## config.mk

```make
export PLATFORM = sky130hd
export DESIGN_NAME = instruction_loader
export DESIGN_NICKNAME = d
export VERILOG_FILES = /design/src/rtl/instruction_loader.sv
export SDC_FILE = /design/constraint.sdc
export NUM_CORES = 1
export LEC_CHECK = 0
export BUFFER_PORTS_ARGS = -buffer_cell sky130_fd_sc_hd__buf_2
export CAP_MARGIN = 20
export CELL_PAD_IN_SITES_DETAIL_PLACEMENT = 0
export CELL_PAD_IN_SITES_GLOBAL_PLACEMENT = 2
export CORE_MARGIN = 3
export CORE_UTILIZATION = 38
export DETAILED_ROUTE_END_ITERATION = 8
export PLACE_DENSITY = 0.86
export RECOVER_POWER = 100
export SYNTH_ARGS = -nofsm -noshare
export SYNTH_HDL_FRONTEND = slang
export SYNTH_SLANG_ARGS = --single-unit
```

## constraint.sdc

```tcl
create_clock -name i_clk -period 3.54 [get_ports i_clk]
set_clock_uncertainty 0.1 [all_clocks]
set_input_delay 0.708 -clock i_clk [delete_from_list [all_inputs] [get_ports i_clk]]
set_output_delay 0.708 -clock i_clk [all_outputs]
set_load 0.05 [all_outputs]
```

## src/rtl/instruction_loader.sv

```systemverilog
// instruction_loader: assembles UART bytes into big-endian words and writes them to instruction memory until HALT or full.
module instruction_loader #(
    parameter int                   PC_WIDTH  = 9,
    parameter int                   NB_WIDTH  = 32,
    parameter int                   NB_BYTE   = 8,
    parameter logic [NB_WIDTH-1:0]  HALT_WORD = 32'hFFFFFFFF
) (
    input  logic                i_clk,
    input  logic                i_reset,
    input  logic                i_start,
    input  logic [NB_BYTE-1:0]  i_rx_data,
    input  logic                i_rx_valid,
    output logic                o_wr_en,
    output logic [PC_WIDTH-1:0] o_wr_addr,
    output logic [NB_WIDTH-1:0] o_wr_data,
    output logic                o_busy,
    output logic                o_done,
    output logic                o_full,
    output logic [PC_WIDTH:0]   o_word_count
);
    localparam int NBYTES = NB_WIDTH / NB_BYTE;
    localparam int CW     = NBYTES > 1 ? $clog2(NBYTES) : 1;
    typedef enum logic [1:0] {IDLE, RECV, WRITE, DONE} state_t;
    state_t              r_state;
    logic [PC_WIDTH-1:0] r_addr;
    logic [CW-1:0]       r_cnt;
    logic [NB_WIDTH-1:0] r_buf;
    logic                r_wr_en;
    logic [PC_WIDTH-1:0] r_wr_addr;
    logic [NB_WIDTH-1:0] r_wr_data;
    logic                r_busy;
    logic                r_done;
    logic                r_full;
    logic [PC_WIDTH:0]   r_word_count;
    logic [NB_WIDTH-1:0] w_shift;
    logic                w_halt;
    logic                w_last_addr;
    assign w_shift     = {r_buf[NB_WIDTH-NB_BYTE-1:0], i_rx_data};
    assign w_halt      = r_wr_data == HALT_WORD;
    assign w_last_addr = &r_addr;
    always_ff @(posedge i_clk or posedge i_reset) begin
        if (i_reset) begin
            r_state      <= IDLE;
            r_addr       <= '0;
            r_cnt        <= '0;
            r_buf        <= '0;
            r_wr_en      <= 1'b0;
            r_wr_addr    <= '0;
            r_wr_data    <= '0;
            r_busy       <= 1'b0;
            r_done       <= 1'b0;
            r_full       <= 1'b0;
            r_word_count <= '0;
        end else begin
            case (r_state)
                IDLE, DONE: if (i_start) begin
                    r_state      <= RECV;
                    r_addr       <= '0;
                    r_cnt        <= '0;
                    r_word_count <= '0;
                    r_full       <= 1'b0;
                    r_done       <= 1'b0;
                    r_busy       <= 1'b1;
                end
                RECV: if (i_rx_valid) begin
                    r_buf <= w_shift;
                    if (r_cnt == CW'(NBYTES - 1)) begin
                        r_state   <= WRITE;
                        r_cnt     <= '0;
                        r_wr_en   <= 1'b1;
                        r_wr_addr <= r_addr;
                        r_wr_data <= w_shift;
                    end else begin
                        r_cnt <= r_cnt + CW'(1);
                    end
                end
                WRITE: begin
                    r_wr_en      <= 1'b0;
                    r_word_count <= r_word_count + (PC_WIDTH+1)'(1);
                    if (w_halt || w_last_addr) begin
                        r_state <= DONE;
                        r_busy  <= 1'b0;
                        r_done  <= 1'b1;
                        r_full  <= !w_halt;
                    end else begin
                        // a byte arriving during the write cycle starts the next word
                        r_state <= RECV;
                        r_addr  <= r_addr + PC_WIDTH'(1);
                        if (i_rx_valid) begin
                            r_buf <= w_shift;
                            r_cnt <= CW'(1);
                        end
                    end
                end
                default: r_state <= IDLE;
            endcase
        end
    end
    assign o_wr_en      = r_wr_en;
    assign o_wr_addr    = r_wr_addr;
    assign o_wr_data    = r_wr_data;
    assign o_busy       = r_busy;
    assign o_done       = r_done;
    assign o_full       = r_full;
    assign o_word_count = r_word_count;
endmodule

```

==> results of run 1 <==
-- final timing paths --
check / startpoint / to / slack [ps]
max reg2reg: r_addr[0] / r_buf[14] / 610
max in group asynchronous: i_reset / o_wr_data[6] / 1740
max: r_addr[0] / r_buf[14] / 610
min: r_buf[18] / o_wr_data[26] / 420
min in group asynchronous: i_reset / o_wr_data[21] / 690
min reg2reg: r_buf[18] / o_wr_data[26] / 420
-- final cells by class --
cell class,instances,area share
clock buffers,9,0.0267
clock inverters,7,0.0151
well taps,136,0.0367
multi-input cells,207,0.354
repair buffers,72,0.0660
inverters,7,0.00593
flip-flops and latches,92,0.496
-- cell usage in the layout (no fill, tap or decap), types with 2 or more instances in the layout --
cell type / Yosys / layout
nor4_2: 2 / 2
and3_1: 8 / 8
dfrtp_1: 92 / 92
clkbuf_2: 1 / 2
a21oi_1: 12 / 13
a22o_1: 3 / 3
o22ai_1: 2 / 2
and4b_1: 2 / 2
clkbuf_8: 0 / 9
nor2_1: 10 / 10
inv_6: 0 / 2
nand4_1: 11 / 11
inv_8: 0 / 2
ha_1: 7 / 7
a21o_1: 2 / 2
o21ai_0: 16 / 17
clkbuf_1: 6 / 57
nand4b_1: 2 / 2
nand2b_1: 2 / 2
inv_1: 7 / 6
nor3_1: 7 / 7
or3_1: 3 / 3
mux2i_1: 6 / 6
mux2_1: 2 / 2
o311ai_0: 2 / 2
a211o_1: 3 / 3
nand3_1: 11 / 10
nand2_1: 19 / 19
mux2_2: 65 / 65
buf_2: 1 / 11
-- flip-flops by register name, indices dropped and copies added, names as in the netlist --
signal / count
o_busy: 1
o_done: 1
o_full: 1
o_word_count: 10
o_wr_addr: 9
o_wr_data: 32
o_wr_en: 1
r_addr: 9
r_buf: 24
r_cnt: 2
r_state: 2
-- metal layers --
metal | global-route usage | part of all wire | vias up | wire [um]
met1 | 0.221 | 0.49 | 1369 | 4160
met4 | 0.0469 | 0.012 | 0 | 100
met5 | 0 | 0 | - | 0
li1 | - | - | 1320 | -
met3 | 0.0385 | 0.050 | 10 | 423
met2 | 0.239 | 0.45 | 55 | 3840
-- cells by family after synthesis --
kind of cell,Yosys count,share of synthesized area
buffers and inverters,22,0.0248
adder cells (fa/ha/maj),7,0.0217
multiplexers,73,0.201
AO/OA/AOI/OAI,47,0.0752
AND/OR/NAND/NOR,80,0.107
flip-flops,92,0.569
-- worst register-to-register path, delay by kind of cell, from the launching register on --
| kind | cells | cell delay [ps] |
|---|---|---|
| fa+ha+maj | 2 | 450 |
| compound gates | 2 | 370 |
| flops | 1 | 440 |
| buf+inv | 1 | 420 |
| mux | 1 | 450 |
| simple gates | 3 | 590 |
-- power groups by stage --
stage	registers [W]	logic (W)	clock network [W]
4_1_cts	0.00153	0.00124	0.000715
3_5_place_dp	0.00155	0.00124	0
5_1_grt	0.00158	0.00130	0.000767
6_report	0.00153	0.00120	0.000688
2_1_floorplan	0.00181	0.000652	0
3_3_place_gp	0.00154	0.00122	0
-- through the flow --
step / utilization / power (W) / hold slack, ps / instance area (um2)
global route: 0.450 / 0.00365 / 440 / 4640
detailed placement: 0.439 / 0.00279 / 388 / 4530
global placement: 0.439 / 0.00276 / 386 / 4530
finish: 0.450 / 0.00341 / 416 / 4640
floorplan: - / 0.00247 / 373 / 4040
CTS: 0.458 / 0.00349 / 348 / 4730
==> flow_metrics.tcl, run 1 <==
set metrics [dict create \
    synth_cell_types 39 \
    holdBufCountCts 0 \
    hold_path.class "reg2reg" \
    area_growth_pct 14.8 \
    drt-total-wl_mm 8.52 \
    ys_seq_area_frac 0.569 \
    drcViolationCount 0 \
    tritoncts "yes" \
    power.density_nw_per_um2 735 \
    synth.ff_latch_count 92 \
    clock_sink_count 92 \
    crit_family "simple AND/OR/NAND/NOR gates" \
    pre_cts_ws_ps 980 \
    synth_commonest_cells "dfrtp_1 (92), mux2_2 (65), nand2_1 (19), o21ai_0 (16), a21oi_1 (12)" \
    setup_tns_ps 0 \
    finalNetCount 408 \
    num_antenna_cells 0 \
    cp-end-kind "register" \
    path_buf_inv 1 \
    cts_setup_buffers 0 \
    placedCellCount 514 \
    detail_route.first_pass.iterations 4 \
    grt-ovfl-total 0 \
    clkLatencyLatePin_ps 360 \
    start_util 0.392 \
    avgSynthCellArea_um2 12.6 \
    wire_per_inst_um 16.1 \
    critPathMaxFanout 24 \
    final_cells 530 \
    root_buffer "clkbuf_8" \
    worst_pin_slew_ps 1820 \
    fp.dieW_um 109 \
    required_ps 3690 \
    coreArea_um2 10300 \
    fin_crit_sh 0.827 \
    htreeDepth 3 \
    power_switching_w 0.00142 \
    max-slew-margin-rel -0.221 \
    timing.critical_path.depth 9 \
    num-fill-cells 1017 \
    intPower_w 0.00200 \
    path_clk_slew_ps 100 \
    port_buffers 66 \
    syn-num-nets 340 \
    fmax_mhz 342 \
    synth_top_area_frac 0.569 \
    multiInputGateArea_um2 1640 \
    grt_pass1_vias 2818 \
    grt_pass1_wl_mm 14.4 \
    yosys_warnings 0 \
    cts-resized-gates 0 \
    async_flop_share 1.00 \
    grtUsageTotal 0.157 \
    p_seq_frac 0.448 \
    crit_path_start_kind "register" \
    p_comb_frac 0.350 \
    worst_ep_arrival_time_ps 3070 \
    cp_slowest_cell "dfrtp_1" \
    crit_chain "ha_1, and3_1, and3_1, and3_1, ha_1, a21oi_1, a31oi_4, clkbuf_2, mux2_1" \
    rsz0062_at_grt "false" \
    io-pin-count 67 \
    vdd_drop_max_mv 0.331 \
    report.final.setup_viol 0 \
    synth-edff-count 0 \
    outcome "complete, but fails checks" \
    min_period_ps 2930 \
    die_area_um2 11900 \
    power.leakage_nw 2.18 \
    finalWeightedCongestion 0.779 \
    synth_area_leaders "dfrtp_1 (57%), mux2_2 (18%), ha_1 (2.2%)" \
    power.share.clock 0.202 \
    seqCellArea_um2 2300 \
    synth_most_common_cell "dfrtp_1" \
    slowest_delay_ps 440 \
    die_h_um 109 \
    grt_max_degree 55 \
    cts_buffer_depth 2 \
    postLayoutSetupSlackWorst_ps 614 \
    antenna_found_initial 0 \
    vias 2754 \
    synthesis.area_um2 4040 \
    critPathKind "reg2reg" \
    cts_buffers 9 \
    cap_violations 1 \
    hold_viol 0 \
    maxSlewViolCount 39 \
    synth_area_leader_cell "dfrtp_1" \
    vias_per_cell 5.20 \
    drtIter0Drc 129 \
    ant_nets 0 \
    whs_path_depth 1 \
    switching_share 0.415 \
    num_rows 37 \
    syn-instance-count 321 \
    place_hpwl_mm 5.96 \
    critPathMostFrequentCell "and3_1" \
    synth_flop_cell "dfrtp_1" \
    violations "max-capacitance violations, max-slew violations" \
    rr_worst_depth 9 \
    drive_above_1_share 0.256 \
]
No activity file was read; power rests on OpenSTA's default activity.
==> run 2: changes to the inputs <==
--- a/config.mk
+++ b/config.mk
@@ -5,14 +5,15 @@
 export SDC_FILE = /design/constraint.sdc
 export NUM_CORES = 1
 export LEC_CHECK = 0
+export ABC_AREA = 1
 export BUFFER_PORTS_ARGS = -buffer_cell sky130_fd_sc_hd__buf_2
 export CAP_MARGIN = 20
 export CELL_PAD_IN_SITES_DETAIL_PLACEMENT = 0
 export CELL_PAD_IN_SITES_GLOBAL_PLACEMENT = 2
 export CORE_MARGIN = 3
-export CORE_UTILIZATION = 38
+export CORE_UTILIZATION = 33
 export DETAILED_ROUTE_END_ITERATION = 8
-export PLACE_DENSITY = 0.86
+export PLACE_DENSITY = 0.85
 export RECOVER_POWER = 100
 export SYNTH_ARGS = -nofsm -noshare
 export SYNTH_HDL_FRONTEND = slang
==> constraint.sdc (replaced) <==
create_clock -name i_clk -period 2.85 [get_ports i_clk]
set_clock_uncertainty 0.1 [all_clocks]
set_input_delay 0.57 -clock i_clk [delete_from_list [all_inputs] [get_ports i_clk]]
set_output_delay 0.57 -clock i_clk [all_outputs]
set_load 0.05 [all_outputs]
==> flow_metrics.tcl, run 2 <==
set metrics [dict create \
    finalNetCount 584 \
    crit_path_start_kind "register" \
    switching_share 0.413 \
    rsz0062_at_grt "false" \
    num_antenna_cells 0 \
    grt_pass1_wl_mm 16.4 \
    power.density_nw_per_um2 984 \
    postLayoutSetupSlackWorst_ps 476 \
    synth_area_leaders "dfrtp_1 (56%), nand2_1 (22%), nand3_1 (4.9%)" \
    drcViolationCount 0 \
    ys_seq_area_frac 0.564 \
    fp.dieW_um 117 \
    drive_above_1_share 0.0702 \
    cts_setup_buffers 0 \
    detail_route.first_pass.iterations 4 \
    num-fill-cells 1223 \
    antenna_found_initial 0 \
    grt_pass1_vias 3283 \
    die_h_um 117 \
    grtUsageTotal 0.153 \
    p_comb_frac 0.320 \
    synth_area_leader_cell "dfrtp_1" \
    max-slew-margin-rel 0.0451 \
    async_flop_share 1.00 \
    synth-compound-area-share 0.0340 \
    critPathKind "reg2reg" \
    vias_per_cell 4.54 \
    intPower_w 0.00279 \
    syn-instance-count 496 \
    hold_path.class "in2reg" \
    required_ps 2970 \
    synth.ff_latch_count 92 \
    grt-ovfl-total 0 \
    wire_per_inst_um 13.5 \
    synth_commonest_cells "nand2_1 (238), dfrtp_1 (92), nand3_1 (40), nor2_1 (33), inv_1 (22)" \
    avgSynthCellArea_um2 8.22 \
    grt_use_met3 0.0355 \
    grtUsageMet1 0.218 \
    synthesis.area_um2 4080 \
    io-pin-count 67 \
    cts-resized-gates 0 \
    start_util 0.347 \
    synth_simple_gate_area_frac 0.331 \
    synth_xor_area_frac 0.00429 \
    worst_ep_arrival_time_ps 2490 \
    synth_top_family_by_area "simple AND/OR/NAND/NOR gates" \
    power.leakage_nw 2.44 \
    fmax_mhz 421 \
    power_switching_w 0.00196 \
    slowest_delay_ps 600 \
    yosys_warnings 0 \
    outcome "finished, final reports clean" \
    synthAdderAreaFrac 0.0215 \
    fin_crit_sh 0.833 \
    synth-edff-count 0 \
    grt_max_degree 48 \
    die_area_um2 13700 \
    synth_most_common_cell "nand2_1" \
    area_growth_pct 18.4 \
    tritoncts "yes" \
    synth_top_area_frac 0.564 \
    root_buffer "clkbuf_16" \
    critPathMaxFanout 13 \
    ant_nets 0 \
    vdd_drop_max_mv 0.406 \
    hold_viol 0 \
    drtIter0Drc 239 \
    syn-num-nets 515 \
    min_period_ps 2370 \
    cts_buffer_depth 2 \
    drt-total-wl_mm 9.89 \
    path_clk_slew_ps 70 \
    final_cells 734 \
    cp_slowest_cell "o21ai_0" \
    coreArea_um2 11800 \
    placedCellCount 718 \
    cap_violations 0 \
    cp-end-kind "register" \
    report.final.setup_viol 0 \
    worst_pin_slew_ps 1430 \
    clkLatencyLatePin_ps 340 \
    setup_tns_ps 0 \
    num_rows 39 \
    place_hpwl_mm 7.09 \
    vias 3333 \
    gr-usage-met2 0.239 \
    port_buffers 66 \
    top_usage_layer "met2" \
    maxSlewViolCount 0 \
    finalWeightedCongestion 0.815 \
    synth_mux_area_frac 0 \
    pre_cts_ws_ps 584 \
    final_common_cell "nand2_1" \
    cts_buffers 9 \
    synth_flop_cell "dfrtp_1" \
    layout_common_cells "nand2_1 (239), dfrtp_1 (92), clkbuf_1 (56)" \
    synth_cell_types 29 \
    crit_chain "inv_1, ha_1, o21ai_0, inv_1, clkbuf_2, nand3_1, nor2_1, o21ai_0, a21oi_1" \
    p_seq_frac 0.405 \
    power.share.clock 0.276 \
    htreeDepth 3 \
    holdBufCountCts 0 \
    largest_reg_flops 32 \
    clock_sink_count 92 \
]
[run 2: cell types whose count changed after synthesis, moves of 6 or more]
| cell | previous run | this run |
|---|---|---|
| inv_1 | 7 | 22 |
| and3_1 | 8 | 1 |
| nand3_1 | 11 | 40 |
| buf_2 | 1 | 11 |
| mux2_2 | 65 | 0 |
| mux2i_1 | 6 | 0 |
| nand2_1 | 19 | 238 |
| nand4_1 | 11 | 4 |
| nor2_1 | 10 | 33 |
[run 2: power groups by stage]
stage                     Sequential (W)  Clock, W  Combinational, W
final                            0.00192   0.00131           0.00152
after floorplan                  0.00237         0          0.000743
after global placement           0.00194         0           0.00160
after CTS                        0.00192   0.00134           0.00162
after global routing             0.00198   0.00139           0.00170
after detailed placement         0.00194         0           0.00162
[run 2: layout make-up]
type	count	area, um2	area share
repair buffers	74	323	0.0669
flip-flops and latches	92	2300	0.477
clock buffers	10	239	0.0495
clock inverters	6	92.6	0.0192
inverters	25	95.1	0.0197
multi-input cells	363	1570	0.325
well taps	164	205	0.0425
[run 2: metal layers]
metal | vias to the layer above | wire [um]
met5 | - | 0
met4 | 0 | 58
met3 | 4 | 337
met2 | 52 | 4530
met1 | 1576 | 4970
li1 | 1701 | -
[run 2: through the flow]
step / total power [W] / area, um2 / util / hold WS (ps)
floorplan: 0.00311 / 4080 / - / 342
global placement: 0.00354 / 4610 / 0.392 / 356
detailed placement: 0.00356 / 4610 / 0.392 / 359
CTS: 0.00488 / 4950 / 0.421 / 225
global route: 0.00506 / 4830 / 0.411 / 353
finish: 0.00475 / 4830 / 0.411 / 360
[run 2: logic make-up after synthesis]
group / after synthesis
XOR/XNOR: 2
adder cells (fa/ha/maj): 7
AND/OR/NAND/NOR: 329
buffers and inverters: 41
AO/OA/AOI/OAI: 25
flip-flops: 92
[run 2: critical path: cells and delay by family, from the launching register on]
family / cells / cell delay, ps
AO/OA/AOI/OAI: 3 / 780
buffers and inverters: 3 / 440
flip-flops: 1 / 390
adder cells (fa/ha/maj): 1 / 360
AND/OR/NAND/NOR: 2 / 170
[run 2: final timing paths]
| check | from | to | slack, ps | depth (start not counted) |
|---|---|---|---|---|
| worst min register to register | r_addr[7] | r_addr[7] | 380 | 2 |
| worst max-delay path | r_state[0] | o_word_count[7] | 480 | 9 |
| min in group asynchronous | i_reset | o_wr_data[7] | 380 | 2 |
| worst min-delay path | i_rx_data[0] | o_wr_data[0] | 360 | 3 |
| max in group asynchronous | i_reset | o_wr_data[16] | 630 | 4 |
| worst max register to register | r_state[0] | o_word_count[7] | 480 | 9 |
